<file path="src/rtl/univ_shift_pkg.sv">
// Shared mode encoding for the universal shift register and its bit cells.
// Latency: n/a (types and constants only).
// Backpressure: n/a.
package univ_shift_pkg;

    typedef logic [2:0] mode_t;

    localparam mode_t MODE_HOLD = 3'b000;
    localparam mode_t MODE_SHR  = 3'b001;
    localparam mode_t MODE_SHL  = 3'b010;
    localparam mode_t MODE_LOAD = 3'b011;
    localparam mode_t MODE_ROR  = 3'b100;
    localparam mode_t MODE_ROL  = 3'b101;
    localparam mode_t MODE_ASR  = 3'b110;
    localparam mode_t MODE_CLR  = 3'b111;

    // True for ops that move bits towards the LSB (bit 0 leaves the register).
    function automatic logic mode_moves_right(input mode_t m);
        return (m == MODE_SHR) || (m == MODE_ROR) || (m == MODE_ASR);
    endfunction

    // True for ops that move bits towards the MSB (top bit leaves the register).
    function automatic logic mode_moves_left(input mode_t m);
        return (m == MODE_SHL) || (m == MODE_ROL);
    endfunction

endpackage

</file>
<file path="src/rtl/univ_shift_reg_shift_stage.sv">
// One bit of the universal shift register: 8:1 next-state mux plus flop.
// Latency: one cycle from sampled inputs to o_q.
// Backpressure: none; en = 0 holds the bit, rst clears it synchronously.
module shift_stage
    import univ_shift_pkg::*;
(
    input  logic  clk,
    input  logic  rst,
    input  logic  en,
    input  mode_t mode,
    input  logic  i_load,     // parallel load bit for this position
    input  logic  i_shr_bit,  // bit entering on SHR (upper neighbour or sr_in)
    input  logic  i_ror_bit,  // bit entering on ROR (upper neighbour or wrap)
    input  logic  i_asr_bit,  // bit entering on ASR (upper neighbour or sign)
    input  logic  i_shl_bit,  // bit entering on SHL (lower neighbour or sl_in)
    input  logic  i_rol_bit,  // bit entering on ROL (lower neighbour or wrap)
    output logic  o_q
);

    logic r_q;
    logic w_next;

    // Select the next value of this bit from the operation code.
    always_comb begin
        w_next = r_q;
        case (mode)
            MODE_HOLD: w_next = r_q;
            MODE_SHR:  w_next = i_shr_bit;
            MODE_SHL:  w_next = i_shl_bit;
            MODE_LOAD: w_next = i_load;
            MODE_ROR:  w_next = i_ror_bit;
            MODE_ROL:  w_next = i_rol_bit;
            MODE_ASR:  w_next = i_asr_bit;
            MODE_CLR:  w_next = 1'b0;
            default:   w_next = r_q;
        endcase
    end

    // Storage flop: reset beats enable, enable gates the mux result.
    always_ff @(posedge clk) begin
        if (rst) begin
            r_q <= 1'b0;
        end else if (en) begin
            r_q <= w_next;
        end
    end

    assign o_q = r_q;

endmodule

</file>
<file path="src/rtl/univ_shift_reg.sv">
// Universal WIDTH-bit shift register (hold/shift/load/rotate/asr/clear) with registered shift-out.
// Latency: one cycle; A and shout update on the edge that samples the op.
// Backpressure: none; an op can be issued every cycle, en = 0 freezes all state.
module univ_shift_reg
    import univ_shift_pkg::*;
#(
    parameter int WIDTH = 4
) (
    input  logic             clk,
    input  logic             rst,
    input  logic             en,
    input  logic [2:0]       mode,
    input  logic [WIDTH-1:0] I,
    input  logic             sr_in,
    input  logic             sl_in,
    output logic [WIDTH-1:0] A,
    output logic             shout
);

    logic [WIDTH-1:0] w_q;
    logic             r_shout;
    mode_t            w_mode;

    assign w_mode = mode_t'(mode);

    genvar gi;
    generate
        for (gi = 0; gi < WIDTH; gi++) begin : g_bit
            logic w_from_hi_shr;
            logic w_from_hi_ror;
            logic w_from_hi_asr;
            logic w_from_lo_shl;
            logic w_from_lo_rol;

            // Top cell: serial-in, wrap from bit 0, or sign replication.
            if (gi == WIDTH - 1) begin : g_top
                assign w_from_hi_shr = sr_in;
                assign w_from_hi_ror = w_q[0];
                assign w_from_hi_asr = w_q[WIDTH-1];
            end else begin : g_mid_hi
                assign w_from_hi_shr = w_q[gi+1];
                assign w_from_hi_ror = w_q[gi+1];
                assign w_from_hi_asr = w_q[gi+1];
            end

            // Bottom cell: serial-in or wrap from the MSB.
            if (gi == 0) begin : g_bot
                assign w_from_lo_shl = sl_in;
                assign w_from_lo_rol = w_q[WIDTH-1];
            end else begin : g_mid_lo
                assign w_from_lo_shl = w_q[gi-1];
                assign w_from_lo_rol = w_q[gi-1];
            end

            shift_stage u_stage (
                .clk       (clk),
                .rst       (rst),
                .en        (en),
                .mode      (w_mode),
                .i_load    (I[gi]),
                .i_shr_bit (w_from_hi_shr),
                .i_ror_bit (w_from_hi_ror),
                .i_asr_bit (w_from_hi_asr),
                .i_shl_bit (w_from_lo_shl),
                .i_rol_bit (w_from_lo_rol),
                .o_q       (w_q[gi])
            );
        end
    endgenerate

    // Shift-out bit: captures whichever end bit leaves the register; CLR zeroes it.
    always_ff @(posedge clk) begin
        if (rst) begin
            r_shout <= 1'b0;
        end else if (en) begin
            if (mode_moves_right(w_mode)) begin
                r_shout <= w_q[0];
            end else if (mode_moves_left(w_mode)) begin
                r_shout <= w_q[WIDTH-1];
            end else if (w_mode == MODE_CLR) begin
                r_shout <= 1'b0;
            end
        end
    end

    assign A     = w_q;
    assign shout = r_shout;

endmodule

</file>
<file path="config.mk">
export PLATFORM = sky130hd
export DESIGN_NAME = univ_shift_reg
export DESIGN_NICKNAME = d
export VERILOG_FILES = /design/src/rtl/univ_shift_pkg.sv /design/src/rtl/univ_shift_reg_shift_stage.sv /design/src/rtl/univ_shift_reg.sv
export SDC_FILE = /design/constraint.sdc
export NUM_CORES = 1
export LEC_CHECK = 0
export CORE_AREA = 2 2 39 41
export DETAILED_ROUTE_END_ITERATION = 8
export DIE_AREA = 0 0 41 43
export HOLD_SLACK_MARGIN = 0.08
export PLACE_DENSITY_LB_ADDON = 0.12
export SYNTH_ARGS = -nofsm -noshare
export SYNTH_HDL_FRONTEND = slang
export SYNTH_HIERARCHICAL = 1
export SYNTH_SLANG_ARGS = --single-unit
export TNS_END_PERCENT = 20
</file>
<file path="constraint.sdc">
create_clock -name clk -period 1.7 [get_ports clk]
set_clock_uncertainty 0.15 [all_clocks]
set_input_delay 0.34 -clock clk [delete_from_list [all_inputs] [get_ports clk]]
set_output_delay 0.34 -clock clk [all_outputs]
set_load 0.02 [all_outputs]
</file>
==> flow_summary.yaml <==
floorplanning:
  start_util_pct: 39.0
  core_sq_mm: 0.00138
  die_h_um: 43
  io_pins: 17
  row_count: 14
  die_w_um: 41
  die_area_sq_mm: 0.00176
synth:
  yosys.area.top_type: "dfxtp_1"
  synth-main-ff-cell: "dfxtp_1"
  ys_top_cells_by_area: "dfxtp_1, mux2i_1, nor3b_1"
  yosysWarnings: 6
  yosys-top-cells-count: "mux2i_1, nor3b_1, a21oi_1"
  synth_fp_nets: 78
  synth_edf_count: 0
  ys_types: 20
  async_flop_share_pct: 0
  ys_ff_latch: 5
  postSynthAreaPerCell_sq_um: 8.17
  yosysSeqAreaShare_pct: 18.6
  synthCells: 66
  synth.top_cell.area_share_pct: 18.6
  synth_area_sq_um: 539
route:
  finalWirelength_um: 1500
  ant_nets: 0
  dr_wl_met2_um: 718
  viasPerCell: 5.77
  firstDrtPassIters: 5
  wl_met3_um: 86
  vias: 640
  top_layer_used: "met4"
  drc: 0
  wl_met1_um: 683
  wl_per_cell_um: 13.5
  drt_iter0_drc: 14
clock_tree:
  cts_tree: "yes"
  cts_inserted_buffers: 3
  cts.path.max_buffers: 2
  htree_levels: 1
  cts.sinks: 5
  clk_pin_slew_ns: 0.04
  clk_latency_ns: 0.25
  root_buffer: "clkbuf_4"
  cts_hold_buf: 0
power:
  leakage_nw: 0.374
  powerDensity_mw_per_mm2: 553
  ir_worst_vdd_v: 0.000294
  power_w: 0.000461
final_layout:
  area_delta_synth_final_pct: 54.5
  insertedDiodeCount: 0
  fill_cells: 137
  nets: 108
  drive_gt1_share_pct: 16.8
  final_util_pct: 60.2
grt:
  grt_pass1_vias: 593
  grt_max_degree: 22
  grt_usage_pct: 21.0
  grt_pass1_wl_um: 2520
  antenna_found_initial: 0
  grt_overflow: 0
placement:
  gp_congestion: 0.856
  dp_hpwl_um: 1100
  numPortBuffers: 16
timing:
  tns_ns: 0
  worstMarginPinSlew_ns: 0.293
  min_period_ns: 1.56
  fin_crit_sh_pct: 91.9
  grt_setup_unrepaired: "false"
  setup_viol: 0
  relSlewSlack_pct: 80.0
  finalHoldViolCount: 0
  timing.final.max_slew_violations: 0
  max_freq_ghz: 0.640
hold_path:
  hold_class: "flip-flop to flip-flop"
flow_run:
  maxCapViolCount: 0
critical_path:
  crit_fanout: 4
  start_kind: "primary input"
  end_kind: "flip-flop"
  critPathRequiredTime_ns: 1.69
  cp.arrival_ns: 1.55
  path_class: "primary input to flip-flop"
run_status:
  outcome: "finished clean"
[worst max-delay path, stage by stage]
cell             delay [ns]
clkdlybuf4s50_1        0.46
or3_1                  0.38
a21oi_1                0.14
a2111oi_0              0.07
and2_1                 0.16
[flip-flops by register name, summed over array words and instances, names as in the netlist]
signal and cells:
shout 1, g_bit.u_stage/o_q 4
[through the flow]
stage / instance area, sq um / hold slack [ns] / std cells / setup slack [ns]
global route: 833 / 0.592 / 111 / 0.0523
CTS: 823 / 0.531 / 111 / 0.00166
detailed placement: 800 / 0.528 / 107 / -0.235
finish: 833 / 0.524 / 111 / 0.138
global placement: 800 / 0.513 / 107 / -0.212
floorplan: 539 / 0.345 / 66 / 0.399
[cells in the final DEF, fill, tap and decap left out, types with 2 or more instances in the layout]
cell type         n
o31a_1            4
a21oi_1           6
inv_1             5
nand2_1           2
dfxtp_1           5
o31ai_1           4
nor3b_1           8
nor2b_1           4
clkdlybuf4s50_1  10
dlygate4sd2_1     2
mux2i_1           8
buf_4            12
dlymetal6s2s_1    4
nand4b_1          4
o311ai_1          4
clkbuf_4          3
[repair_timing]
action,CTS,global route
buffers inserted,0,0
cloned,0,0
gates resized for setup,2,4
pin swaps,0,0
setup endpoints to repair,2,8
[cells by family after synthesis]
kind of cell           after synthesis  share of synthesized area, %
flip-flops                           5                          18.6
multiplexers                         8                          14.8
AND/OR/NAND/NOR                     23                          29.2
AO/OA/AOI/OAI                       21                          28.3
buffers and inverters                9                          9.05
[path summary, 6_finish.rpt]
| check | from | to | slack [ns] | cells past startpoint |
|---|---|---|---|---|
| worst min-delay path | shout$_SDFFE_PP0P_ | shout$_SDFFE_PP0P_ | 0.52 | 3 |
| worst max register to register | g_bit[3].u_stage/o_q$_SDFFE_PP0P_ | shout$_SDFFE_PP0P_ | 0.44 | 4 |
| worst max-delay path | mode[1] | shout$_SDFFE_PP0P_ | 0.14 | 5 |
| worst min register to register | shout$_SDFFE_PP0P_ | shout$_SDFFE_PP0P_ | 0.52 | 3 |
[layout make-up]
cell class / instances / area (sq um) / area share (%)
clock buffers: 4 / 26.3 / 3.15
inverters: 5 / 18.8 / 2.25
multi-input cells: 52 / 390 / 46.8
flip-flops and latches: 5 / 100 / 12.0
well taps: 16 / 20.0 / 2.40
repair buffers: 29 / 278 / 33.3
[report_power, final]
group          total [W]  internal [W]  switching, W
clock network   0.000149     0.0000894     0.0000591
registers       0.000132      0.000127    0.00000520
logic           0.000180     0.0000959     0.0000844
total           0.000461      0.000312      0.000149
[routing by layer]
layer | global-route usage, % | vias up
li1 | - | 318
met1 | 26.5 | 301
met2 | 33.1 | 19
met3 | 3.14 | 2
met4 | 10.0 | 0
met5 | 0 | -
Note: power is estimated with default switching activity, not from simulation.
==> RTL edit: new RTL, config.mk and constraints unchanged <==
Set the parameter `WIDTH` to 5 (it was 4).
--- a/src/rtl/univ_shift_reg.sv
+++ b/src/rtl/univ_shift_reg.sv
@@ -6,3 +6,3 @@
 #(
-    parameter int WIDTH = 4
+    parameter int WIDTH = 5
 ) (
Ports: changed (resized A and I); port bits go from 17 to 19. The function was not compared with the original's and may differ.
==> RTL edit against the unedited design <==
- sequential cell count grew 1
- total power rose by 11%
- largest power group unchanged
- routed wire length up 21%
- count of clock-buffer cells in the layout fell by 1
- worst setup slack worse by 100 ps
- non-clock buffer count up 5
- design area rose by 16%
- clock power shrank 6%
- synthesized area grew 21%
- via count is 21% higher
- sequential power grew 19%
- combinational power grew 20%
==> RTL edit: results (changes against the unedited design) <==
* Clk pwr at 140 µW (was 149 µW)
* Status: complete, no violations (unchanged)
* PortBufs at 18 (was 16)
* Met3 Wirelength at 103 µm (was 86 µm)
* Crit Path Max Fanout at 2 (was 4)
* Most frequent cells after synthesis: mux2i_1 (10), nor3b_1 (10), a21oi_1 (7), dfxtp_1 (6), inv_1 (6) (was mux2i_1 (8), nor3b_1 (8), a21oi_1 (6), dfxtp_1 (5), inv_1 (5))
* NetSw at 168 µW (was 149 µW)
* Detailed Route Iter0 Violations at 36 (was 14)
* Mapped Cells at 79 (was 66)
* Met2 wire length at 914 µm (was 718 µm)
* Post-DP Area at 933 µm² (was 800 µm²)
* Top cells by area, synth: dfxtp_1 (18%), mux2i_1 (15%), nor3b_1 (12%) (was dfxtp_1 (19%), mux2i_1 (15%), nor3b_1 (11%))
* Final net count at 126 (was 108)
* # diodes at 0 (unchanged)
* Reg2Reg Depth at 4 (unchanged)
* Worst-case clock buffer depth at 2 (unchanged)
* Cell count of the worst hold path at 3 (unchanged)
* Sequential fraction of the synthesis area at 18.5% (was 18.6%)
* Leak at 0.422 nW (was 0.374 nW)
* Worst setup path start: g_bit[0].u_stage/o_q (was mode[1])
* RR Startpoint: g_bit[4].u_stage/o_q (was g_bit[3].u_stage/o_q)
* VDD IR max at 0.404 mV (was 0.294 mV)
* Critical R2R Capture: g_bit[3].u_stage/o_q (was shout)
* CP endpoint: A[0] (was shout)
* GP Congestion at 0.854 (was 0.856)
* DR WL/cell at 14.3 µm (was 13.5 µm)
* HPWL after detailed placement at 1260 µm (was 1100 µm)
* Initial antenna violation count at 0 (unchanged)
* All-layer global routing usage at 23.3% (was 21.0%)
* Met2 Usage GRT at 34.7% (was 33.1%)
* Placed instance count at 124 (was 107)
* Max reg flops at 5 (was 4)
* Sequential Power Share at 30.6% (was 28.6%)
* Least-Margin Pin Slew at 290 ps (was 293 ps)
* Synthesized area at 651 µm² (was 539 µm²)
* Post-CTS Setup Repair Bufs at 0 (unchanged)
* First-pass GRT wire length at 2770 µm (was 2520 µm)
* Global Route met1 Usage at 30.4% (was 26.5%)
* Syn_nets at 92 (was 78)
* Share of layout cells above drive strength 1 at 17.1% (was 16.8%)
* Max stage delay on crit path at 600 ps (was 460 ps)
* CP arrival at 1170 ps (was 1550 ps)
* Met1 Wirelength at 768 µm (was 683 µm)
* Crit-path slowest cell: clkdlybuf4s50_1 (unchanged)
* Vias in the first global route at 662 (was 593)
* Via count at 775 (was 640)
* Routed vias/inst at 6.10 (was 5.77)
* Met3 GRT Util at 1.57% (was 3.14%)
* CP top delay family: buffers and inverters (was simple AND/OR/NAND/NOR gates)
## RTL edit: changes by cell type in the layout (fill, tap and decap cells not counted), sizes merged, moves of 2 or more
cell,change
buf,+3
clkdlybuf4s50,+3
mux2i,+2
nor3b,+2
## RTL edit: through the flow
stage | setup WS (ps) | power [mW] | hold slack (ps) | TNS [ps]
floorplan | 399 | 0.261 | 345 | 0
global placement | -222 | 0.371 | 519 | -1180
detailed placement | -271 | 0.375 | 526 | -1330
CTS | 3.13 | 0.519 | 529 | 0
global route | 6.89 | 0.545 | 560 | 0
finish | 38.0 | 0.513 | 521 | 0
## RTL edit: cell families after synthesis
| family | synth area share, % |
|---|---|
| and+or+nand+nor | 28.8 |
| AOI/OAI and AO/OA | 28.1 |
| buffers and inverters | 9.23 |
| muxes | 15.4 |
| DFF | 18.5 |
## RTL edit: cell type report
cell class              count  area [µm²]
clock buffers               3        22.5
fillers                   124         415
inverters                   6        22.5
multi-input cells          62         470
flip-flops and latches      6         120
well taps                  16        20.0
repair buffers             34         313
